--- src/rtl/load_store_unit.sv ---
// Load/store unit: single outstanding 32-bit access against a combinational-read
// RAM. Sub-word stores use a read-modify-write of the enclosing word; loads
// extract and extend the addressed byte/half lane (little-endian).

// One byte lane of the RMW merge: take the new byte when selected, else keep the old one.
module lsu_byte_lane (
  input  logic       sel,
  input  logic [7:0] old_byte,
  input  logic [7:0] new_byte,
  output logic [7:0] merged
);
  assign merged = sel ? new_byte : old_byte;
endmodule

module load_store_unit (
  input  logic        clk,
  input  logic        rst,
  input  logic        cpu_req,
  input  logic        cpu_we,
  input  logic [2:0]  cpu_funct3,
  input  logic [31:0] cpu_addr,
  input  logic [31:0] cpu_wdata,
  output logic        cpu_ready,
  output logic        cpu_done,
  output logic        cpu_err,
  output logic [31:0] cpu_rdata,
  output logic [31:0] ram_addr,
  output logic        ram_read,
  output logic        ram_write,
  output logic [31:0] ram_wdata,
  input  logic [31:0] ram_rdata
);

  localparam int NUM_LANES = 4;

  typedef enum logic [2:0] {
    S_IDLE, S_LOAD, S_STORE, S_RMW_RD, S_RMW_WR, S_DONE
  } state_t;

  typedef struct packed {
    logic        we;
    logic [2:0]  funct3;
    logic [31:0] addr;
    logic [31:0] wdata;
  } lsu_req_t;

  state_t   state;
  lsu_req_t req;
  logic [31:0] merge_q;
  logic [31:0] rdata_q;
  logic        err_q;

  logic        acc_err;
  logic [31:0] lane_word;
  logic [31:0] load_ext;
  logic [NUM_LANES-1:0] lane_en;
  logic [31:0] wdata_rep;
  logic [31:0] merged;

  // Misalignment / illegal width detection on the incoming request.
  always_comb begin
    acc_err = 1'b0;
    if (cpu_we) begin
      case (cpu_funct3)
        3'd0:    acc_err = 1'b0;
        3'd1:    acc_err = cpu_addr[0];
        3'd2:    acc_err = (cpu_addr[1:0] != 2'b00);
        default: acc_err = 1'b1;
      endcase
    end else begin
      case (cpu_funct3)
        3'd0, 3'd4: acc_err = 1'b0;
        3'd1, 3'd5: acc_err = cpu_addr[0];
        3'd2:       acc_err = (cpu_addr[1:0] != 2'b00);
        default:    acc_err = 1'b1;
      endcase
    end
  end

  // Shift the addressed lane down to bit 0; halves are aligned so addr[0]=0.
  assign lane_word = ram_rdata >> {req.addr[1:0], 3'b000};

  // Sign/zero extension of the extracted lane.
  always_comb begin
    case (req.funct3)
      3'd0:    load_ext = {{24{lane_word[7]}},  lane_word[7:0]};
      3'd1:    load_ext = {{16{lane_word[15]}}, lane_word[15:0]};
      3'd2:    load_ext = lane_word;
      3'd4:    load_ext = {24'h0, lane_word[7:0]};
      3'd5:    load_ext = {16'h0, lane_word[15:0]};
      default: load_ext = 32'h0;
    endcase
  end

  // Byte enables for sub-word stores (SB: one lane, SH: two adjacent lanes).
  always_comb begin
    lane_en = '0;
    if (req.funct3[1:0] == 2'd0) begin
      lane_en[req.addr[1:0]] = 1'b1;
    end else begin
      lane_en[{req.addr[1], 1'b0}] = 1'b1;
      lane_en[{req.addr[1], 1'b1}] = 1'b1;
    end
  end

  // Replicate store data so every candidate lane sees the right bits.
  assign wdata_rep = (req.funct3[1:0] == 2'd0) ? {4{req.wdata[7:0]}}
                                                : {2{req.wdata[15:0]}};

  for (genvar k = 0; k < NUM_LANES; k++) begin : g_lane
    lsu_byte_lane u_lane (
      .sel      (lane_en[k]),
      .old_byte (merge_q[8*k +: 8]),
      .new_byte (wdata_rep[8*k +: 8]),
      .merged   (merged[8*k +: 8])
    );
  end

  // Control FSM; request fields, merge word and results are latched here.
  always_ff @(posedge clk or posedge rst) begin
    if (rst) begin
      state   <= S_IDLE;
      req     <= '0;
      merge_q <= 32'h0;
      rdata_q <= 32'h0;
      err_q   <= 1'b0;
    end else begin
      case (state)
        S_IDLE: if (cpu_req) begin
          req     <= '{we: cpu_we, funct3: cpu_funct3, addr: cpu_addr, wdata: cpu_wdata};
          rdata_q <= 32'h0;
          err_q   <= acc_err;
          if (acc_err)                 state <= S_DONE;
          else if (!cpu_we)            state <= S_LOAD;
          else if (cpu_funct3 == 3'd2) state <= S_STORE;
          else                         state <= S_RMW_RD;
        end
        S_LOAD: begin
          rdata_q <= load_ext;
          state   <= S_DONE;
        end
        S_STORE:  state <= S_DONE;
        S_RMW_RD: begin
          merge_q <= ram_rdata;
          state   <= S_RMW_WR;
        end
        S_RMW_WR: state <= S_DONE;
        S_DONE:   state <= S_IDLE;
        default:  state <= S_IDLE;
      endcase
    end
  end

  // RAM strobes decode straight from the state register so an async reset
  // kills an in-flight write before the edge that would commit it.
  always_comb begin
    ram_read  = 1'b0;
    ram_write = 1'b0;
    ram_addr  = 32'h0;
    ram_wdata = 32'h0;
    case (state)
      S_LOAD, S_RMW_RD: begin
        ram_read = 1'b1;
        ram_addr = {req.addr[31:2], 2'b00};
      end
      S_STORE: begin
        ram_write = 1'b1;
        ram_addr  = {req.addr[31:2], 2'b00};
        ram_wdata = req.wdata;
      end
      S_RMW_WR: begin
        ram_write = 1'b1;
        ram_addr  = {req.addr[31:2], 2'b00};
        ram_wdata = merged;
      end
      default: ;
    endcase
  end

  assign cpu_ready = (state == S_IDLE);
  assign cpu_done  = (state == S_DONE);
  assign cpu_err   = err_q;
  assign cpu_rdata = rdata_q;

endmodule
--- config.mk ---
export PLATFORM = sky130hd
export DESIGN_NAME = load_store_unit
export DESIGN_NICKNAME = d
export VERILOG_FILES = /design/src/rtl/load_store_unit.sv
export SDC_FILE = /design/constraint.sdc
export NUM_CORES = 1
export LEC_CHECK = 0
export BUFFER_PORTS_ARGS = -buffer_cell sky130_fd_sc_hd__buf_2
export CAP_MARGIN = 20
export CORE_ASPECT_RATIO = 0.8
export CORE_UTILIZATION = 40
export CTS_CLUSTER_DIAMETER = 50
export CTS_CLUSTER_SIZE = 20
export DETAILED_ROUTE_END_ITERATION = 8
export GPL_ROUTABILITY_DRIVEN = 1
export PLACE_DENSITY = 0.69
export SLEW_MARGIN = 5
export SYNTH_ARGS = -nofsm -noshare
export SYNTH_HDL_FRONTEND = slang
export SYNTH_SLANG_ARGS = --single-unit
--- constraint.sdc ---
create_clock -name clk -period 5 [get_ports clk]
set_clock_uncertainty 0.2 [all_clocks]
set_input_delay 1 -clock clk [delete_from_list [all_inputs] [get_ports clk]]
set_output_delay 1 -clock clk [all_outputs]
set_load 0.005 [all_outputs]
Word level (Yosys, flattened, before mapping). Index checks and enable logic that the tools add are counted.

Order comparisons: 6. Eq/ne operators: 14. Shift operators: 1. Mux-type cells: 27. Bitwise gates (word level): 1. Reductions and logical operators: 17.

Operator list (count): $pmux 32 s5 (1); $pmux 32 s2 (2); $mux 32 (3); $mux 8 (4); $shr 32x5->32 (1); $eq 3x3->1 const B (6); $eq 3x2->1 const B (4); $eq 3x1->1 const B (3); $logic_not 3->1 (3); $lt 2x3->1 const B (3); $pmux 3 s3 (1); $reduce_or 2->1 (4); $mux 1 (7); $ge 2x1->1 const B (3); $mux 3 (2); $pmux 1 s3 (2); $mux 4 (1); $or 3x4->4 (1); $reduce_and 2->1 (2); $reduce_bool 2->1 (2); $reduce_or 4->1 (1); $logic_and 1x1->1 (3); $reduce_or 3->1 (1); $demux 1 s1 (2); 4 further kinds (4).

Register bits: 135. Bits of input ports: 103. Logic and storage cells: 73.

Logic depth before layout (Yosys ltp). Gate-level depths: netlist of the first run.

Depth after elaboration: 8. Gate-level depth with buffers: 8.

Hierarchy. A second synthesis of the first run with hierarchy kept.

Cell total of the unflattened synthesis: 669. Area total of the unflattened synthesis: 6910.4 um^2.

Modules (own cells, without submodules): load_store_unit (instances 1, cells an instance 633, area an instance 6384.9 um^2); lsu_byte_lane (instances 4, cells an instance 9, area an instance 131.4 um^2).

Worst setup path before layout of the first run. Ideal clock, no wire load.

Path kind: reg2out. From: register req[65] (netlist bit). To: output ram_wdata[13]. Arrival: 1.462 ns. Path slack: 2.338 ns. Stages on the path, launching flop included: 7. Cells stage by stage: dfrtp_1 > buf_2 > nor3_1 > buf_2 > o21ai_0 > o31ai_1 > a22o_1.

Cells in the longest elaborated chain, start to end: 4.

RTL lines: start: declaration (line 48) `lsu_req_t req;`; start signal: assignment (line 130) `req <= '{we: cpu_we, funct3: cpu_funct3, addr: cpu_addr, wdata: cpu_wdata};`; $logic_not 2->1 * (line 98, 107); $mux 32 / $mux 4 (equally long branches) (line 107, 98); $mux 8 * (line 12) `assign merged = sel ? new_byte : old_byte;`; $pmux 32 s2 * (line 161) `case (state)`; end: declaration (line 30) `output logic [31:0] ram_wdata,`.

Mark *: on every way between the ends. The rest lies on a longest branch, timed or not.

Worst setup path in the final report of the first run.
From: register req[32] (netlist bit). To: output ram_wdata[29].

Cells in the longest elaborated chain, start to end: 7.

RTL lines: $lt 2x3->1 (not written as such) / $ge 2x1->1 (equally long branches) (line 99) `lane_en[req.addr[1:0]] = 1'b1;`; $logic_and 1x1->1 (not written as such) (line 99); $mux 1 (not written as such) (line 99); $demux 1 s2 * (line 99); $mux 4 * (line 98) `if (req.funct3[1:0] == 2'd0) begin`; $mux 8 * (line 12); $pmux 32 s2 * (line 161).

Marks and branches as above.

==> PnR_summary.wiki, run 1 <==
{| class="wikitable"
! Metric !! Value
|-
| Vertical die dimension || 119.0 um
|-
| EDFF count, synth || 0
|-
| Fraction of layout cells with a size suffix above 1 || 34.94%
|-
| Via/cell ratio || 5.363
|-
| Maximum number of pins on one net before global-route repair || 72
|-
| Hold violation count in the final report || 0
|-
| Top-Level Pins || 204
|-
| Crit path DAT || 2.76 ns
|-
| Areal power density over the cells || 639.2 nW/um^2
|-
| Number of placement rows || 42
|-
| Number of placed instances, taps included || 1,061
|-
| Most repeated cell in the gate-level netlist after synthesis || nand2_1
|-
| Final setup margin || 1.040 ns
|-
| Buffers inserted during post-CTS setup optimization || 0
|-
| Final net count || 963
|-
| Static leakage power || 0.004376 uW
|-
| DRC || 0
|-
| TritonCTS clock tree || yes
|-
| Async S/R FF share, synth || 100.0%
|-
| Fraction of synthesized cell area taken by the top area cell type || 49.40%
|-
| Multi-input combinational cell area || 3181 sq um
|-
| Count of hold buffers inserted by post-cts repair || 0
|-
| Setup WS pre-CTS || 1.518 ns
|-
| Vias || 5,872
|-
| Clk pin slew, worst setup/hold paths || 0.06 ns
|-
| Count of antenna-violating nets left after detailed routing || 0
|-
| Largest area contributor in the synthesized netlist || dfrtp_1
|-
| Relative slew slack || 26.89%
|-
| Global-route total usage across every layer || 22.95%
|-
| First DRT Iteration DRCs || 386
|-
| Cells taking the most area after synthesis || dfrtp_1 49%, nand2_1 9.7%, mux2_2 7.6%
|-
| Number of sinks on the clock net || 135
|-
| R2R Setup Slk || 1.88 ns
|-
| Setup repair after global routing missed its margin || no
|-
| Area occupied by registers || 3378 sq um
|-
| Max-cap violations || 0
|-
| Root Buffer Master || clkbuf_16
|-
| Synthesized area per cell || 10.06 sq um
|-
| Required @ worst endpoint || 3.80 ns
|-
| Startpoint type of the worst setup path || flop
|-
| X dimension of the die || 148.2 um
|-
| Vias in the first global route || 5,520
|-
| Count of cell types in the netlist || 50
|-
| Main synth FF type || dfrtp_1
|-
| Clock insertion delay at the later pin of the skew report || 0.42 ns
|-
| Number of fill cells || 1,563
|-
| Maximum net fanout on the critical path || 17
|-
| CTS Buf Count || 17
|-
| Accumulated negative setup slack || 0 ns
|-
| Cell with the biggest individual delay on the critical path || o31ai_2
|-
| Final-report setup violation count || 0
|-
| Synth cell count leaders || 176 x nand2_1, 135 x dfrtp_1, 46 x mux2_2
|-
| Routed length per placed instance || 17.98 um
|-
| Count of H-tree levels built during CTS || 4
|-
| Nature of the critical path endpoint || output pin
|-
| Hold_ws || 0.2638 ns
|-
| Slew at the pin closest to its max-slew limit || 1.090 ns
|-
| Total wire length || 19.69 mm
|-
| Hold WC Path Type || flop to flop
|-
| Syn-to-layout area delta || 25.52%
|-
| Flip-flop and latch count after synthesis || 135
|-
| Proportion of synthesized chip area in sequential cells || 49.40%
|-
| Full die area || 17,630 sq um
|-
| Largest buffer count on any clock path || 2
|-
| GPL Wtd Cong || 0.8063
|-
| Delay of the slowest cell on the worst path || 1.04 ns
|-
| Core area || 16,610 sq um
|-
| Congestion Overflow GR || 0
|-
| Clock period minus final worst setup slack || 3.960 ns
|-
| Classification of the worst setup path || flop to output pin
|-
| Antenna violations before repair || 3
|-
| Cells traversed along the worst timing path || o31ai_2 > o21ai_0 > a22o_1 > buf_2
|-
| Final Instance Count excl. Fillers || 1,095
|-
| Number of max-slew violations in the final report || 0
|-
| Largest vdd supply drop || 339.1 uV
|-
| Total of buffers placed on input and output ports || 201
|-
| Global-route wire length before repair || 30.70 mm
|-
| Area of the mapped netlist || 6839 sq um
|-
| Starting density of the core || 41.18%
|-
| Timing-limited maximum frequency || 252.5 MHz
|-
| Number of detailed-route iterations in the first pass || 5
|-
| Result of the run || finished clean
|-
| Cell count after synthesis || 680
|-
| DP HPWL || 14.11 mm
|-
| # resized after CTS || 0
|-
| Final worst path period share || 79.20%
|-
| Final core utilization || 51.70%
|-
| Synth warn || 0
|}
[layout make-up]
class	count	share of cell area, %
multi-input combinational	490	37.05
clock buffer	21	5.364
tap	220	3.207
timing repair buffer	213	12.77
inverter	3	0.1895
antenna	2	0.05830
clock inverter	11	2.011
sequential	135	39.35
[per-stage QoR]
stage | total power [uW] | instance area [sq um]
floorplan | 3383 | 6843
global placement | 4094 | 7946
detailed placement | 4146 | 7946
CTS | 5513 | 8579
global route | 5858 | 8582
finish | 5487 | 8584
[metal layers]
metal  share of wire (%)  wire length [um]  track usage, %
met1                  44              8721           30.91
met2                  47              9175           35.92
met4                 1.1               223           5.670
met3                 8.0              1569           7.011
met5                   0                 0               0
[state kept, by name, indices dropped and copies added, names as in the netlist]
name,count
req,67
cpu_err,1
merge_q,32
state,3
cpu_rdata,32
[layout by cell type (no fill, tap or decap), types with 9 or more instances in the layout]
cell type	n
o21ai_0	19
nor2b_1	9
and2_1	30
mux2_1	9
a22oi_1	16
a21oi_1	25
o21ai_1	9
a31oi_1	17
mux2i_1	33
clkbuf_16	17
nor2_1	14
buf_2	201
buf_4	12
a22o_1	24
dfrtp_1	135
mux2_2	46
nand2_1	175
[power breakdown]
part	internal, uW	total [uW]	switching [uW]
Combinational	1010	2190	1180
Sequential	1550	1960	413
Clock	862	1340	480
Total	3420	5490	2070
[cells by family (layout without fill, tap and decap cells)]
family,Yosys count,in the layout,share of synthesized area [%]
other cells,1,4,0.05483
buf+inv,56,248,4.263
mux,88,88,13.89
compound gates,149,149,15.57
flops,135,135,49.40
simple gates,251,251,16.83
[worst max-delay path, delay by kind of cell, from the launching register on]
| kind | cells | cell delay (ns) |
|---|---|---|
| compound gates | 3 | 1.56 |
| buf+inv | 1 | 0.12 |
| flops | 1 | 0.66 |
[final timing paths]
check	depth (start not counted)	start	to
max	4	req[32]	ram_wdata[29]
min	2	req[47]	req[47]
max reg2reg	4	req[32]	cpu_rdata[30]
min reg2reg	2	req[47]	req[47]
max in group asynchronous	3	rst	req[43]
min in group asynchronous	2	rst	req[47]
No activity file was read; power rests on OpenSTA's default activity.
==> inputs of run 2 (changes only) <==
- ABC_AREA: not set -> 1
- PLACE_DENSITY: 0.69 -> 0.66
- clock period: 5 -> 3.99 ns (I/O delays scaled with it)
==> PnR_summary.wiki, run 2 <==
{| class="wikitable"
! Metric !! Value
|-
| Synth cell count leaders || 351 x nand2_1, 135 x dfrtp_1, 103 x inv_1 (was 176 x nand2_1, 135 x dfrtp_1, 46 x mux2_2)
|-
| Antenna violations before repair || 3 (unchanged)
|-
| Syn-to-layout area delta || 23.94% (was 25.52%)
|-
| Full die area || 18,090 sq um (was 17,630 sq um)
|-
| Vias || 6,754 (was 5,872)
|-
| Overall power of the completed layout || 7120 uW (was 5487 uW)
|-
| Vias in the first global route || 6,311 (was 5,520)
|-
| Clock period minus final worst setup slack || 3.329 ns
|-
| Timing-limited maximum frequency || 300.4 MHz
|-
| Setup WS pre-CTS || 1.109 ns (was 1.518 ns)
|-
| Worst path top cell family by delay || simple AND/OR/NAND/NOR gates (was compound AO/OA/AOI/OAI gates)
|-
| Slew at the pin closest to its max-slew limit || 1.044 ns (was 1.090 ns)
|-
| Top register by number of flip-flops || req (unchanged)
|-
| Most used cells in the layout excluding fill and tap cells || 351 x nand2_1, 201 x buf_2, 135 x dfrtp_1 (was 201 x buf_2, 175 x nand2_1, 135 x dfrtp_1)
|-
| Static leakage power || 0.005131 uW (was 0.004376 uW)
|-
| TritonCTS clock tree || yes (unchanged)
|-
| Cell with the biggest individual delay on the critical path || nor2_2 (was o31ai_2)
|-
| Wire length on met1 || 10.09 mm (was 8.721 mm)
|-
| Number of placement rows || 42 (unchanged)
|-
| Hold violation count in the final report || 0 (unchanged)
|-
| Proportion of synthesized chip area in sequential cells || 48.13% (was 49.40%)
|-
| Maximum net fanout on the critical path || 17 (unchanged)
|-
| Nature of the critical path endpoint || output pin (unchanged)
|-
| Synthesized area per cell || 7.358 sq um (was 10.06 sq um)
|-
| Largest vdd supply drop || 277.2 uV (was 339.1 uV)
|-
| Number of fill cells || 1,704 (was 1,563)
|-
| Flop pwr share || 32.8% (was 35.7%)
|-
| Vertical die dimension || 120.5 um (was 119.0 um)
|-
| Part of the total power dissipated in the clock network || 24.2% (was 24.5%)
|-
| Relative slew slack || 30.39% (was 26.89%)
|-
| Result of the run || finished clean (unchanged)
|-
| Via/cell ratio || 4.959 (was 5.363)
|-
| Flip-flop count of the largest register, all copies and words added || 67 (unchanged)
|-
| Starting density of the core || 41.61% (was 41.18%)
|-
| Areal power density over the cells || 818.4 nW/um^2 (was 639.2 nW/um^2)
|-
| Final setup margin || 0.6607 ns (was 1.040 ns)
|-
| Cell-internal power || 4174 uW (was 3415 uW)
|-
| Buffers and inverters on the worst path || 3 (was 1)
|-
| Total of buffers placed on input and output ports || 201 (unchanged)
|-
| Placed Instance Area || 8056 sq um (was 7946 sq um)
|-
| Count of cell types in the netlist || 27 (was 50)
|-
| Accumulated negative setup slack || 0 ns (unchanged)
|-
| # resized after CTS || 0 (unchanged)
|-
| Final worst path period share || 83.44%
|-
| Highest routing layer actually used || met5 (was met4)
|-
| Multi-input combinational cell area || 2899 sq um (was 3181 sq um)
|-
| Maximum number of pins on one net before global-route repair || 108 (was 72)
|-
| Routed length per placed instance || 15.48 um (was 17.98 um)
|-
| Max-cap violations || 0 (unchanged)
|-
| Cells taking the most area after synthesis || dfrtp_1 48%, nand2_1 19%, inv_1 5.5% (was dfrtp_1 49%, nand2_1 9.7%, mux2_2 7.6%)
|-
| Area occupied by registers || 3378 sq um (unchanged)
|-
| Setup repair after global routing missed its margin || no (unchanged)
|-
| Final-report setup violation count || 0 (unchanged)
|-
| Crit path DAT || 2.33 ns (was 2.76 ns)
|-
| Root Buffer Master || clkbuf_16 (unchanged)
|-
| Main synth FF type || dfrtp_1 (unchanged)
|-
| DRC || 0 (unchanged)
|-
| First DRT Iteration DRCs || 485 (was 386)
|-
| Combinational cell fraction of total power || 43.0% (was 39.8%)
|-
| DR WL met2 || 8.944 mm (was 9.175 mm)
|-
| Most common library cell in the layout ignoring fill and taps || nand2_1 (was buf_2)
|-
| CTS Buf Count || 17 (unchanged)
|-
| Fraction of synthesized cell area taken by the top area cell type || 48.13% (was 49.40%)
|-
| Congestion Overflow GR || 0 (unchanged)
|-
| EDFF count, synth || 0 (unchanged)
|-
| Final net count || 1,231 (was 963)
|-
| Logic depth of the worst register-to-register path || 7 (was 4)
|-
| Startpoint type of the worst setup path || flop (unchanged)
|-
| DP HPWL || 15.38 mm (was 14.11 mm)
|-
| Hold WC Path Type || flop to flop (unchanged)
|-
| Top-Level Pins || 204 (unchanged)
|-
| Fraction of layout cells with a size suffix above 1 || 23.31% (was 34.94%)
|-
| Delay of the slowest cell on the worst path || 0.49 ns (was 1.04 ns)
|-
| Required @ worst endpoint || 2.99 ns (was 3.80 ns)
|-
| Cells traversed along the worst timing path || nor2_2 > inv_2 > nor2_2 > buf_4 > nand2_1 > o22ai_1 > buf_2 (was o31ai_2 > o21ai_0 > a22o_1 > buf_2)
|-
| Global-route wire length before repair || 33.38 mm (was 30.70 mm)
|-
| Core area || 16,870 sq um (was 16,610 sq um)
|-
| Worst hold path depth || 2 (unchanged)
|-
| Flip-flop and latch count after synthesis || 135 (unchanged)
|-
| Synth warn || 0 (unchanged)
|-
| Most repeated cell in the gate-level netlist after synthesis || nand2_1 (unchanged)
|-
| X dimension of the die || 150.1 um (was 148.2 um)
|-
| Total wire length || 21.09 mm (was 19.69 mm)
|-
| Most frequent cell on the critical path || nor2_2
|-
| Clock insertion delay at the later pin of the skew report || 0.42 ns (about the same)
|-
| Classification of the worst setup path || flop to output pin (unchanged)
|-
| Number of max-slew violations in the final report || 0 (unchanged)
|-
| Count of H-tree levels built during CTS || 4 (unchanged)
|-
| Finished Cell Area || 8700 sq um (was 8584 sq um)
|-
| Number of detailed-route iterations in the first pass || 5 (unchanged)
|-
| Cell count after synthesis || 954 (was 680)
|-
| Async S/R FF share, synth || 100.0% (unchanged)
|-
| Met3 WL || 1.763 mm (was 1.569 mm)
|-
| Count of antenna-violating nets left after detailed routing || 0 (unchanged)
|-
| Critical path depth || 7 (was 4)
|-
| Largest buffer count on any clock path || 2 (unchanged)
|-
| Area of the mapped netlist || 7019 sq um (was 6839 sq um)
|-
| Number of sinks on the clock net || 135 (unchanged)
|-
| Count of hold buffers inserted by post-cts repair || 0 (unchanged)
|-
| Net switching component of the power || 2946 uW (was 2072 uW)
|-
| GPL Wtd Cong || 0.9691 (was 0.8063)
|-
| Buffers inserted during post-CTS setup optimization || 0 (unchanged)
|-
| Fraction of power spent switching nets || 41.37% (was 37.76%)
|-
| Global-route total usage across every layer || 24.37% (was 22.95%)
|-
| Clk pin slew, worst setup/hold paths || 0.05 ns (was 0.06 ns)
|-
| Largest area contributor in the synthesized netlist || dfrtp_1 (unchanged)
|}
## run 2: cell count changes in the layout (fill, tap and decap cells not counted), sizes merged, moves of 16 or more
| cell | before | now |
|---|---|---|
| a21oi | 25 | 48 |
| a22o | 24 | 0 |
| a22oi | 16 | 0 |
| a31oi | 17 | 0 |
| and2 | 31 | 0 |
| inv | 3 | 110 |
| mux2 | 55 | 0 |
| mux2i | 33 | 0 |
| nand2 | 176 | 358 |
| nand3 | 1 | 67 |
| nor2 | 17 | 75 |
| o21ai | 29 | 70 |
| o22ai | 0 | 24 |
## run 2: power by group through the flow
stage,clock [uW],sequential (uW),combinational [uW]
floorplan,0,2230,2140
global placement,0,2340,3010
detailed placement,0,2340,3060
CTS,1750,2330,3080
global route,1810,2400,3480
finish,1720,2340,3060
## run 2: path summary, 6_finish.rpt
kind                                 end     start  slack [ns]
min in group asynchronous     merge_q[1]       rst        0.28
max                        ram_wdata[13]  state[1]        0.66
max reg2reg                      req[26]  state[1]        1.55
max in group asynchronous        req[24]       rst        2.95
min reg2reg                      req[59]   req[59]        0.27
min                              req[59]   req[59]        0.27
## run 2: through the flow
stage	hold WS, ns	std cells	util, %
final	0.2694	1362	51.57
after global routing	0.2922	1362	51.57
after floorplan	0.2422	955	-
after global placement	0.2550	1329	47.76
after CTS	0.2733	1361	51.56
after detailed placement	0.2578	1329	47.76
## run 2: final cells by class
type	instances	share of cell area, %
Multi-Input combinational cell	655	33.32
Inverter	111	4.832
Clock inverter	8	1.942
Timing Repair Buffer	208	12.46
Clock buffer	24	5.422
Antenna cell	1	0.02876
Tap cell	220	3.164
Sequential cell	135	38.83
## run 2: routing by layer
metal / vias up / global-route usage [%]
li1: 3338 / -
met1: 3124 / 35.58
met4: 2 / 6.755
met5: - / 0
met3: 21 / 7.132
met2: 269 / 34.81
## run 2: kinds of logic after synthesis
| kind of cell | after synthesis | share of synthesized area, % |
|---|---|---|
| and+or+nand+nor | 504 | 29.45 |
| DFF | 135 | 48.13 |
| AOI/OAI and AO/OA | 149 | 11.75 |
| buffers and inverters | 165 | 10.62 |
| other | 1 | 0.05342 |
## run 2: worst register-to-register path, stage by stage (launching register included)
cell,delay [ns]
dfrtp_1,0.48
nor2_2,0.16
inv_2,0.09
nor2_8,0.42
nand2_4,0.06
buf_4,0.40
nor2_1,0.40
a21oi_1,0.07
==> inputs of run 3 (changes only) <==
- ABC_AREA: 1 -> 0
- PLACE_DENSITY: 0.66 -> 0.67
- clock period: 3.99 -> 3.1 ns (I/O delays scaled with it)
==> PnR_summary.wiki, run 3 (same netlist as run 1, synthesis figures left out) <==
{| class="wikitable"
! Metric !! Value
|-
| Number of detailed-route iterations in the first pass || 5 (unchanged)
|-
| Starting density of the core || 41.18% (was 41.61%)
|-
| Final net count || 975 (was 1,231)
|-
| Maximum net fanout on the critical path || 12 (was 17)
|-
| Launch point of the critical path || req[65] (was state[1])
|-
| Routed length per placed instance || 17.46 um (was 15.48 um)
|-
| Clock period minus final worst setup slack || 2.986 ns
|-
| Total wire length || 19.31 mm (was 21.09 mm)
|-
| Number of placed instances, taps included || 1,073 (was 1,329)
|-
| Largest vdd supply drop || 463.5 uV (was 277.2 uV)
|-
| Crit path DAT || 2.17 ns (was 2.33 ns)
|-
| Max-cap violations || 0 (unchanged)
|-
| Static leakage power || 0.004408 uW (was 0.005131 uW)
|-
| Startpoint type of the worst setup path || flop (unchanged)
|-
| Top-Level Pins || 204 (unchanged)
|-
| Vias || 5,789 (was 6,754)
|-
| Relative slew slack || 50.05% (was 30.39%)
|-
| Crit path to || ram_wdata[7] (was ram_wdata[13])
|-
| Clock insertion delay at the later pin of the skew report || 0.42 ns (about the same)
|-
| Via/cell ratio || 5.234 (was 4.959)
|-
| Reg2reg start || state[1] (unchanged)
|-
| Largest buffer count on any clock path || 2 (unchanged)
|-
| Maximum number of pins on one net before global-route repair || 49 (was 108)
|-
| Count of antenna-violating nets left after detailed routing || 0 (unchanged)
|-
| R2R Setup Slk || 0.80 ns (was 1.55 ns)
|-
| Slew at the pin closest to its max-slew limit || 0.7395 ns (was 1.044 ns)
|-
| Timing-limited maximum frequency || 334.8 MHz
|-
| Result of the run || finished clean (unchanged)
|-
| X dimension of the die || 148.2 um (was 150.1 um)
|-
| Setup repair after global routing missed its margin || no (unchanged)
|-
| Logic depth of the worst register-to-register path || 5 (was 7)
|-
| TritonCTS clock tree || yes (unchanged)
|-
| Most common library cell in the layout ignoring fill and taps || buf_2 (was nand2_1)
|-
| Accumulated negative setup slack || 0 ns (unchanged)
|-
| Total of buffers placed on input and output ports || 201 (unchanged)
|-
| Final worst path period share || 96.34%
|-
| Nature of the critical path endpoint || output pin (unchanged)
|-
| Final-report setup violation count || 0 (unchanged)
|-
| Global-route total usage across every layer || 22.68% (was 24.37%)
|-
| Syn-to-layout area delta || 26.53% (was 23.94%)
|-
| Root Buffer Master || clkbuf_16 (unchanged)
|-
| Areal power density over the cells || 1014 nW/um^2 (was 818.4 nW/um^2)
|-
| Global-route wire length before repair || 30.55 mm (was 33.38 mm)
|-
| Clk pin slew, worst setup/hold paths || 0.06 ns (was 0.05 ns)
|-
| Vias in the first global route || 5,590 (was 6,311)
|-
| Count of H-tree levels built during CTS || 4 (unchanged)
|-
| Reg2reg end || req[45] (was req[26])
|-
| Full die area || 17,630 sq um (was 18,090 sq um)
|-
| Flip-flop count of the largest register, all copies and words added || 67 (unchanged)
|-
| DRC || 0 (unchanged)
|-
| Top register by number of flip-flops || req (unchanged)
|-
| Classification of the worst setup path || flop to output pin (unchanged)
|-
| Most used cells in the layout excluding fill and tap cells || 201 x buf_2, 176 x nand2_1, 135 x dfrtp_1 (was 351 x nand2_1, 201 x buf_2, 135 x dfrtp_1)
|-
| Count of hold buffers inserted by post-cts repair || 0 (unchanged)
|-
| DP HPWL || 14.00 mm (was 15.38 mm)
|-
| Overall power of the completed layout || 8777 uW (was 7120 uW)
|-
| Required @ worst endpoint || 2.28 ns (was 2.99 ns)
|-
| Number of placement rows || 42 (unchanged)
|-
| CTS Buf Count || 17 (unchanged)
|-
| Core area || 16,610 sq um (was 16,870 sq um)
|-
| Number of max-slew violations in the final report || 0 (unchanged)
|-
| Number of fill cells || 1,542 (was 1,704)
|-
| Hold violation count in the final report || 0 (unchanged)
|-
| First DRT Iteration DRCs || 341 (was 485)
|-
| Final Instance Count excl. Fillers || 1,106 (was 1,362)
|-
| Number of sinks on the clock net || 135 (unchanged)
|-
| Fraction of layout cells with a size suffix above 1 || 35.93% (was 23.31%)
|-
| Vertical die dimension || 119.0 um (was 120.5 um)
|-
| Congestion Overflow GR || 0 (unchanged)
|-
| Antenna violations before repair || 2 (was 3)
|-
| GPL Wtd Cong || 0.7747 (was 0.9691)
|-
| Hold WC Path Type || input port to async pin (was flop to flop)
|}
run 3: layout make-up:
class	count	area [sq um]	area share (%)
sequential	135	3378	39.04
multi-input combinational	490	3183	36.78
timing repair buffer	225	1199	13.85
clock buffer	19	452.9	5.234
tap	220	275.3	3.181
clock inverter	13	147.6	1.706
inverter	3	15.01	0.1735
antenna	1	2.502	0.02892
run 3: worst max-delay path: stages, from the launching register on:
cell	delay, ns
dfrtp_1	0.63
nor2_4	0.07
a21oi_1	0.29
a21o_1	0.37
a22o_1	0.26
buf_2	0.13
run 3: report_power, final:
group	internal [uW]	total (uW)	switching (uW)
logic	1690	3690	2000
clock network	1230	2030	798
registers	2500	3050	557
run 3: worst min path at each step:
stage	end	slack [ns]	cells past startpoint	start
after floorplan	req[34]	0.24	2	req[34]
after global placement	req[58]	0.25	2	req[58]
after detailed placement	req[52]	0.25	2	req[52]
after CTS	req[14]	0.005	2	rst
after global routing	req[14]	0.03	2	rst
final	req[14]	0.009	2	rst
run 3: metrics by stage:
step	utilization, %	worst slack (ns)	area (sq um)	hold slack (ns)
after detailed placement	48.45	0.5415	8045	0.2542
after global routing	52.09	0.003562	8651	0.02595
after global placement	48.45	0.5554	8045	0.2497
after CTS	52.06	0.07131	8646	0.005289
after floorplan	-	0.6008	6847	0.2374
final	52.11	0.1135	8653	0.009230
run 3: repair_timing:
action,4_1_cts,5_1_grt
endpoints found under the hold margin,0,0
gates resized for setup,0,1
endpoints found under the setup margin,0,1
setup buffers,0,0
run 3: metal layers:
layer  GRT usage (%)  vias up  part of all wire, %
met1           31.20     2830                   45
met4           6.121        2                  1.3
met5               0        -                0.041
met2           35.30      174                   47
met3           5.862       21                  6.1
li1                -     2762                    -
